[config.mk]
export PLATFORM = sky130hd
export DESIGN_NAME = osc_slot_scheduler_flat
export DESIGN_NICKNAME = d
export VERILOG_FILES = /design/src/rtl/osc_slot_scheduler_if.sv /design/src/rtl/osc_slot_scheduler.sv /design/src/flat_wrapper.sv
export SDC_FILE = /design/constraint.sdc
export NUM_CORES = 1
export LEC_CHECK = 0
export CAP_MARGIN = 20
export CELL_PAD_IN_SITES_DETAIL_PLACEMENT = 1
export CELL_PAD_IN_SITES_GLOBAL_PLACEMENT = 1
export CORE_ASPECT_RATIO = 1.5
export CORE_MARGIN = 3
export CORE_UTILIZATION = 32
export DETAILED_ROUTE_END_ITERATION = 10
export PLACE_DENSITY = 0.85
export SLEW_MARGIN = 20
export SYNTH_ARGS = -nofsm -noshare
export SYNTH_HDL_FRONTEND = slang
export SYNTH_SLANG_ARGS = --single-unit
[constraint.sdc]
create_clock -name sCLK_XVXOSC -period 2.3 [get_ports sCLK_XVXOSC]
set_clock_uncertainty 0.1 [all_clocks]
set_input_delay 0.46 -clock sCLK_XVXOSC [delete_from_list [all_inputs] [get_ports sCLK_XVXOSC]]
set_output_delay 0.46 -clock sCLK_XVXOSC [all_outputs]
set_load 0.02 [all_outputs]
[src/rtl/osc_slot_scheduler_if.sv]
`default_nettype none
// ============================================================================
// osc_slot_scheduler_if : control/status bundle between voice allocator and slot scheduler
// Rev 1.0
// ============================================================================
interface osc_slot_scheduler_if #(
  parameter int VOICES  = 8,
  parameter int V_ENVS  = 8,
  parameter int V_WIDTH = 3,
  parameter int E_WIDTH = 3
);
  logic                       run;
  logic                       note_on;
  logic [V_WIDTH-1:0]         note_vx;
  logic [V_WIDTH+E_WIDTH-1:0] xxxx;
  logic                       frame_start;
  logic [V_ENVS-1:0]          osc_accum_zero;
  logic [VOICES-1:0]          reset_pending;
  logic                       running;

  modport master (
    output run, note_on, note_vx,
    input  xxxx, frame_start, osc_accum_zero, reset_pending, running
  );

  modport slave (
    input  run, note_on, note_vx,
    output xxxx, frame_start, osc_accum_zero, reset_pending, running
  );
endinterface
`default_nettype wire

[src/rtl/osc_slot_scheduler.sv]
`default_nettype none
// ============================================================================
// osc_slot_scheduler : slot sequencer {vx,ox,oe} with queued per-voice accumulator reset
// Rev 1.0
// ============================================================================
module osc_slot_scheduler #(
  parameter int VOICES   = 8,
  parameter int V_OSC    = 4,
  parameter int V_ENVS   = 8,
  parameter int V_WIDTH  = 3,
  parameter int O_WIDTH  = 2,
  parameter int OE_WIDTH = 1,
  parameter int E_WIDTH  = O_WIDTH + OE_WIDTH
) (
  input  wire                      sCLK_XVXOSC,
  input  wire                      reset_data_N,
  osc_slot_scheduler_if.slave      bus
);

  localparam int SW = V_WIDTH + E_WIDTH;
  localparam logic [SW-1:0] c_SLOT_MAX = SW'(VOICES * V_OSC * (2 ** OE_WIDTH) - 1);

  typedef enum logic [1:0] {
    ST_IDLE = 2'd0,
    ST_RUN  = 2'd1,
    ST_STOP = 2'd2
  } state_t;

  state_t              r_state, w_state_nx;
  logic [SW-1:0]       r_slot, w_slot_nx;
  logic                r_frame, w_frame_nx;
  logic                r_zero, w_zero_nx;
  logic [VOICES-1:0]   r_pend, w_pend_nx, w_set, w_clr;
  logic [V_WIDTH-1:0]  w_vx_nx;
  logic [E_WIDTH-1:0]  w_e_nx;
  logic                w_active_nx;
  logic                w_serve;

  always_ff @(posedge sCLK_XVXOSC or negedge reset_data_N) begin
    if (!reset_data_N) begin
      r_state <= ST_IDLE;
      r_slot  <= '0;
      r_frame <= 1'b0;
      r_zero  <= 1'b0;
      r_pend  <= '0;
    end else begin
      r_state <= w_state_nx;
      r_slot  <= w_slot_nx;
      r_frame <= w_frame_nx;
      r_zero  <= w_zero_nx;
      r_pend  <= w_pend_nx;
    end
  end

  always_comb begin
    w_state_nx = r_state;
    w_slot_nx  = r_slot;
    w_set      = '0;
    w_clr      = '0;
    unique case (r_state)
      ST_IDLE: begin
        w_slot_nx = '0;
        if (bus.run) w_state_nx = ST_RUN;
      end
      ST_RUN: begin
        w_slot_nx = r_slot + 1'b1;
        if (!bus.run) w_state_nx = ST_STOP;
      end
      ST_STOP: begin
        // Finish the frame; resuming mid-frame keeps the slot sequence continuous.
        w_slot_nx = r_slot + 1'b1;
        if (bus.run)                     w_state_nx = ST_RUN;
        else if (r_slot == c_SLOT_MAX)   w_state_nx = ST_IDLE;
      end
      default: begin
        w_state_nx = ST_IDLE;
        w_slot_nx  = '0;
      end
    endcase

    w_vx_nx     = w_slot_nx[SW-1:E_WIDTH];
    w_e_nx      = w_slot_nx[E_WIDTH-1:0];
    w_active_nx = (w_state_nx != ST_IDLE);
    w_serve     = w_active_nx && (w_e_nx == '0) && r_pend[w_vx_nx];

    if (bus.note_on) w_set[bus.note_vx] = 1'b1;
    if (w_serve)     w_clr[w_vx_nx]     = 1'b1;
    // A new request on the service edge survives: the voice is served once more.
    w_pend_nx = (r_pend & ~w_clr) | w_set;

    if (!w_active_nx)        w_zero_nx = 1'b0;
    else if (w_e_nx == '0)   w_zero_nx = w_serve;
    else                     w_zero_nx = r_zero;

    w_frame_nx = (w_state_nx == ST_RUN) && (w_slot_nx == '0);
  end

  assign bus.xxxx           = r_slot;
  assign bus.frame_start    = r_frame;
  assign bus.osc_accum_zero = {V_ENVS{r_zero}};
  assign bus.reset_pending  = r_pend;
  assign bus.running        = (r_state != ST_IDLE);

endmodule
`default_nettype wire

[src/flat_wrapper.sv]
// flat-port wrapper written by rule: the top's interface ports become plain ports
module osc_slot_scheduler_flat 
#(
  parameter int VOICES   = 8,
  parameter int V_OSC    = 4,
  parameter int V_ENVS   = 8,
  parameter int V_WIDTH  = 3,
  parameter int O_WIDTH  = 2,
  parameter int OE_WIDTH = 1,
  parameter int E_WIDTH  = O_WIDTH + OE_WIDTH
)
  (sCLK_XVXOSC, reset_data_N, bus_run, bus_note_on, bus_note_vx, bus_xxxx, bus_frame_start, bus_osc_accum_zero, bus_reset_pending, bus_running);
  osc_slot_scheduler_if #(.VOICES(VOICES), .V_ENVS(V_ENVS), .V_WIDTH(V_WIDTH), .E_WIDTH(E_WIDTH)) bus_i ();
  input  wire sCLK_XVXOSC;
  input  wire reset_data_N;
  input wire logic [$bits(bus_i.run)-1:0] bus_run;
  input wire logic [$bits(bus_i.note_on)-1:0] bus_note_on;
  input wire logic [$bits(bus_i.note_vx)-1:0] bus_note_vx;
  output wire logic [$bits(bus_i.xxxx)-1:0] bus_xxxx;
  output wire logic [$bits(bus_i.frame_start)-1:0] bus_frame_start;
  output wire logic [$bits(bus_i.osc_accum_zero)-1:0] bus_osc_accum_zero;
  output wire logic [$bits(bus_i.reset_pending)-1:0] bus_reset_pending;
  output wire logic [$bits(bus_i.running)-1:0] bus_running;
  assign bus_i.run = bus_run;
  assign bus_i.note_on = bus_note_on;
  assign bus_i.note_vx = bus_note_vx;
  assign bus_xxxx = bus_i.xxxx;
  assign bus_frame_start = bus_i.frame_start;
  assign bus_osc_accum_zero = bus_i.osc_accum_zero;
  assign bus_reset_pending = bus_i.reset_pending;
  assign bus_running = bus_i.running;
  osc_slot_scheduler #(.VOICES(VOICES), .V_OSC(V_OSC), .V_ENVS(V_ENVS), .V_WIDTH(V_WIDTH), .O_WIDTH(O_WIDTH), .OE_WIDTH(OE_WIDTH), .E_WIDTH(E_WIDTH)) u_core (.sCLK_XVXOSC(sCLK_XVXOSC), .reset_data_N(reset_data_N), .bus(bus_i));
endmodule
==> Word level (Yosys, flattened, before mapping) <==
Index checks and enable logic that the tools add are counted.
{ "word_totals": {"reg_bits": 18, "inputBits": 7, "out_inout_bits": 24, "word_cells": 45} }
{ "classes": {"addsub": 1, "n_lt_le_gt_ge": 4, "n_eq_ne": 5, "n_mux": 16, "bitwise_logic": 3, "n_reduce_logical": 11} }
{ "ops": {"columns": ["cell", "count"], "rows": [
  ["8-bit 2-to-1 mux", 2],
  ["8-bit bitwise AND", 1],
  ["3-bit by 4-bit < comparator with 1-bit output (second input constant)", 2],
  ["2-bit 2-to-1 mux", 4],
  ["8-bit NOT", 1],
  ["8-bit bitwise OR", 1],
  ["6-bit by 1-bit adder with 6-bit output (second input constant)", 1],
  ["1-bit demux with 3-bit select", 2],
  ["6-bit equality test (second input constant)", 1],
  ["3-bit by 1-bit >= comparator with 1-bit output (second input constant)", 2],
  ["6-bit logical NOT", 1],
  ["6-bit 2-to-1 mux", 1],
  ["2-bit one-hot mux with 3 select lines", 1],
  ["1-bit logical AND", 5],
  ["1-bit 2-to-1 mux", 5],
  ["2-bit by 1-bit equality test with 1-bit output (second input constant)", 2],
  ["2-bit nonzero test", 2],
  ["1-bit binary-select mux with 3-bit select", 1],
  ["3-bit logical NOT", 1],
  ["2-bit equality test (second input constant)", 1],
  ["2-bit logical NOT", 1],
  ["2-bit != test (second input constant)", 1],
  ["2-bit OR reduction", 1]
]} }

==> Logic depth before layout (Yosys ltp) <==
{ "depth": {"ltp_word": 11, "depth_mapped": 9, "ltp_nobuf": 8} }

==> Worst setup path after synthesis <==
No wires, ideal clock.
{ "synth_path": {"path_type": "register -> register", "start": "reg u_core.r_state[0]", "end": "reg u_core.r_pend[1] (netlist: u_core.bus.reset_pending[1])", "setup_time_ns": 0.135, "t_arrival_ns": 2.047, "required_time_ns": 2.065, "setup_slack_ns": 0.018, "path_stages_with_launch": 10, "n_path_buf": 1, "synth_period_minus_slack_ns": 2.282, "cell_sequence": "dfrtp_1 > inv_1 > ha_1 > bufbuf_16 > nand2_1 > inv_2 > mux2i_1 > o22ai_2 > nor4_1 > o21ai_1"} }
{ "synth_between": {"elab_chain_len": 11, "elab_cells_between_ends": 25, "cone_classes": "2 x order compare; 2 x eq/ne; 11 x mux; 3 x bitwise; 7 x reduce/logical"} }
{ "synth_rtl": {"columns": ["item", "line", "rtl"], "rows": [
  ["start, declared", "osc_slot_scheduler.sv:29", "state_t r_state, w_state_nx;"],
  ["start signal, assigned", "osc_slot_scheduler.sv:47", "r_state <= w_state_nx;"],
  ["2-bit by 1-bit equality test with 1-bit output or 2-bit equality test (tied branches)", "osc_slot_scheduler.sv:60", "unique case (r_state)"],
  ["2-bit OR reduction (no source line) *", null, null],
  ["6-bit 2-to-1 mux *", null, null],
  ["via u_core.w_slot_nx[3]", "osc_slot_scheduler.sv:30", "logic [SW-1:0] r_slot, w_slot_nx;"],
  ["3-bit by 4-bit < comparator with 1-bit output (implied by the code) or 3-bit by 1-bit >= comparator with 1-bit output (tied branches)", "osc_slot_scheduler.sv:87", "if (w_serve) w_clr[w_vx_nx] = 1'b1;"],
  ["1-bit logical AND (implied by the code)", "osc_slot_scheduler.sv:87", null],
  ["1-bit 2-to-1 mux (implied by the code)", "osc_slot_scheduler.sv:87", null],
  ["1-bit demux with 3-bit select", null, null],
  ["8-bit 2-to-1 mux *", "osc_slot_scheduler.sv:87", null],
  ["8-bit NOT *", "osc_slot_scheduler.sv:89", "w_pend_nx = (r_pend & ~w_clr) | w_set;"],
  ["8-bit bitwise AND *", "osc_slot_scheduler.sv:89", null],
  ["8-bit bitwise OR *", "osc_slot_scheduler.sv:89", null],
  ["via u_core.w_pend_nx[1]", "osc_slot_scheduler.sv:33", "logic [VOICES-1:0] r_pend, w_pend_nx, w_set, w_clr;"],
  ["end signal, assigned", "osc_slot_scheduler.sv:51", "r_pend <= w_pend_nx;"],
  ["end, declared", "osc_slot_scheduler.sv:33", null]
]} }
Mark *: on every way through the listed nets, which the timed path passes. The rest lies on a longest branch. The select of a mux whose other input is x is not followed.
A chain may end at the register's enable or synchronous reset.

==> Worst setup path after layout <==
{ "layout_path": {"start": "reg u_core.r_slot[1] (netlist: u_core.bus.xxxx[1])", "end": "reg u_core.r_pend[2] (netlist: u_core.bus.reset_pending[2])"} }
{ "layout_between": {"elab_chain_len": 11, "elab_cells_between_ends": 21, "cone_classes": "1 x add/sub; 2 x order compare; 1 x eq/ne; 9 x mux; 3 x bitwise; 5 x reduce/logical"} }
{ "layout_rtl": {"columns": ["item", "line", "rtl"], "rows": [
  ["start, declared", "osc_slot_scheduler.sv:30", null],
  ["start signal, assigned", "osc_slot_scheduler.sv:48", "r_slot <= w_slot_nx;"],
  ["branches (longest 7 deep; another with 6-bit by 1-bit adder with 6-bit output)", null, null],
  ["8-bit 2-to-1 mux *", "osc_slot_scheduler.sv:87", null],
  ["8-bit NOT *", "osc_slot_scheduler.sv:89", null],
  ["8-bit bitwise AND *", "osc_slot_scheduler.sv:89", null],
  ["8-bit bitwise OR *", "osc_slot_scheduler.sv:89", null],
  ["via u_core.w_pend_nx[2]", "osc_slot_scheduler.sv:33", null]
]} }
Mark *: on every way through the listed nets, which the timed path passes. The select of a mux whose other input is x is not followed.

==> flow_summary_export.csv <==
group,metric,value,unit
floorplan,core-area,3510,sq um
flow_run,drv_cap,0,
placement,dp_slack,-0.118,ns
setup_path,endpoint_kind,"flip-flop",
floorplan,fp.dieW,56.2,um
routing,drt_iter0_markers,46,
cts,cts_tree,"built",
logic_synthesis,synthTopCellsByArea,"dfrtp_1 37%, ha_1 5.2%, buf_4 5.0%",
pwr,p_seq_share,25.6,%
pwr,switching_share,40.6,%
logic_synthesis,ys.flop_type,"dfrtp_1",
logic_synthesis,synth_edf_count,0,
logic_synthesis,synth_top_cell_area_share,37.2,%
cts,clock_path_buffers,2,
cts,cts_buffers,3,
setup_path,r2r_start,"u_core.bus.xxxx[1]",
timing,tns,-0.00420,ns
cts,cts_sinks,18,
timing,fin_crit_sh,100,%
timing,rsz0062_at_grt,"yes",
outcome,failed_checks,"setup timing",
logic_synthesis,synth_common_cells,"18 x dfrtp_1, 13 x inv_1, 10 x a21oi_1, 9 x nor2_1, 8 x buf_4",
timing,slew_viol_final,0,
placement,io_buffers,30,
logic_synthesis,yosys_warnings,0,
cts,insertion_delay,0.25,ns
floorplan,die_y,81.3,um
timing,worst_pin_slew,0.419,ns
setup_path,path_class,"reg -> reg",
pwr,power_frac_clock,15.5,%
setup_path,rr_worst_depth,8,
logic_synthesis,syn_nets,145,
global_route,overflow,0,
logic_synthesis,synth-seq-cells,18,
pwr,p_comb_share,58.9,%
global_route,grt_pass1_wl,5800,um
cts,htree_levels,1,
outcome,status,"finished, violations left",
layout,fin_nets,191,
global_route,grt_antenna_before_repair,0,
setup_path,cp-start-kind,"flip-flop",
setup_path,worstReg2RegEnd,"u_core.bus.reset_pending[2]",
global_route,first_global_vias,1208,
layout,regArea,453,sq um
timing,finalHoldViolCount,0,
logic_synthesis,synthArstFlopShare,100,%
global_route,track_usage,16.1,%
layout,post-route-util,50.4,%
timing,period_needed,2.30,ns
layout,final_layout_size_suffix_gt1_share,25.3,%
placement,hpwl,2770,um
routing,routed_wl,3970,um
routing,first_pass_iters,4,
pwr,vdd.ir_drop.worst,0.405,mV
setup_path,arrival,2.39,ns
layout,stdcell_count,220,
floorplan,rows,26,
timing,setup_slack,-0.00420,ns
floorplan,ioPinCount,31,
pwr,internal-power,0.000992,W
setup_path,cp_max_fo,4,
floorplan,start_util,34.5,%
pwr,power.density,944,nW/um^2
timing,max-slew-margin-rel,72.0,%
placement,dp_cells,208,
timing,finalSetupViolCount,1,
logic_synthesis,ys_seq_area_share,37.2,%
global_route,grt_max_degree,19,
timing,fmax,434,MHz
routing,via_count,1171,
logic_synthesis,netlist_instances,133,
setup_path,reg2reg_slack,-0.004,ns
pwr,switchingPower,0.000678,W
layout,fillers,420,
layout,final_cell_area,1770,sq um
logic_synthesis,synth_area_per_cell,9.11,sq um
layout,n_antenna_cell,0,
routing,vias_per_cell,5.32,
placement,placed_area,1560,sq um
routing,route.detailed.drc,0,
placement,gp_congestion,0.944,
logic_synthesis,synth_area,1210,sq um
floorplan,die-area,4570,sq um
logic_synthesis,synth_cell_types,36,
cts,clk_pin_slew,0.07,ns
cts,cts_root_buffer,"clkbuf_8",
cts,ctsHoldBuffers,0,
setup_path,worstPathRequired,2.38,ns
logic_synthesis,synth_top_cell_by_area,"dfrtp_1",
hold_path,hp-class,"in -> async",
routing,postRouteAntennaNets,0,
layout,area_delta_synth_final,46.1,%
pwr,static-leakage-power,0.737,nW
logic_synthesis,yosysMostFrequentCell,"dfrtp_1",
layout,multi_input_area,702,sq um
routing,wl_per_cell,18.1,um
[sequential cells by signal, summed over array words and instances, names as in the netlist]
| name | cells |
|---|---|
| u_core.r_zero | 1 |
| u_core.bus.reset_pending | 8 |
| u_core.bus.frame_start | 1 |
| u_core.bus.xxxx | 6 |
| u_core.r_state | 2 |
[placed cells by master (no fill, tap or decap), types with 2 or more instances in the layout]
master,n
o21ai_1,4
inv_1,13
clkdlybuf4s50_1,30
o21ai_0,6
nand3_1,3
buf_4,19
nor2_1,9
nor3_1,4
o21a_1,2
a21oi_1,10
o211ai_1,3
dfrtp_2,2
nand2b_1,4
o21ai_2,3
o22ai_1,2
ha_1,4
and2_1,3
nor2b_1,3
o41ai_1,2
xnor2_1,2
dfrtp_1,16
clkbuf_8,4
nand2_1,7
[through the flow]
stage / hold WS [ns] / power, W
2_1_floorplan: 0.0644 / 0.00101
3_3_place_gp: 0.422 / 0.00122
3_5_place_dp: 0.422 / 0.00128
4_1_cts: 0.443 / 0.00155
5_1_grt: 0.453 / 0.00176
6_report: 0.431 / 0.00167
[how the worst max path moves through the flow]
stage	cells after the start	to	start
2_1_floorplan	9	u_core.bus.reset_pending[1]	u_core.r_state[0]
3_3_place_gp	7	u_core.bus.reset_pending[1]	bus_run
3_5_place_dp	7	u_core.bus.reset_pending[5]	bus_run
4_1_cts	8	u_core.bus.reset_pending[4]	u_core.bus.xxxx[0]
5_1_grt	9	u_core.bus.reset_pending[2]	u_core.r_state[1]
6_report	8	u_core.bus.reset_pending[2]	u_core.bus.xxxx[1]
[what timing repair did]
item | 4_1_cts | 5_1_grt
setup endpoints to repair | 7 | 9
setup buffers | 0 | 8
gates resized for setup | 4 | 15
pin swaps | 0 | 6
[power by group through the flow]
stage          registers (W)  clock network (W)  logic [W]
2_1_floorplan       0.000470                  0   0.000538
3_5_place_dp        0.000426                  0   0.000851
5_1_grt             0.000437           0.000271    0.00106
3_3_place_gp        0.000419                  0   0.000801
4_1_cts             0.000420           0.000264   0.000869
6_report            0.000427           0.000259   0.000984
[logic make-up (layout without fill, tap and decap cells)]
kind of cell             after synthesis  in the layout  share of synthesized area [%]
AND/OR/NAND/NOR                       41             41                           18.9
AO/OA/AOI/OAI                         39             39                           21.4
buffers and inverters                 23             68                           12.0
flip-flops                            18             18                           37.2
adder cells (fa/ha/maj)                5              5                           5.17
XOR/XNOR                               4              4                           2.89
multiplexers                           3              3                           2.48
[cell type report]
cell class | instances | share of cell area [%]
Timing Repair Buffer | 50 | 25.7
Sequential cell | 18 | 25.6
Multi-Input combinational cell | 92 | 39.7
Tap cell | 42 | 2.97
Inverter | 14 | 2.97
Clock buffer | 4 | 3.11
[metal layers]
layer  part of all wire, %  wire, um  up-vias  track usage, %
met5                     0         0        -               0
li1                      -         -      551               -
met2                    57      2280       28            30.4
met3                   2.8       112        8            1.91
met4                   2.3        93        0            7.60
met1                    38      1490      584            17.8
[critical path, cell delays in order, from the launching register on]
cell and delay [ns]:
dfrtp_1 0.44, buf_6 0.14, and4_4 0.19, and3_4 0.19, or4b_4 0.55, o22ai_4 0.26, nor4_2 0.08, buf_4 0.16
o21ai_2 0.11
(Power assumes the default switching activity.)
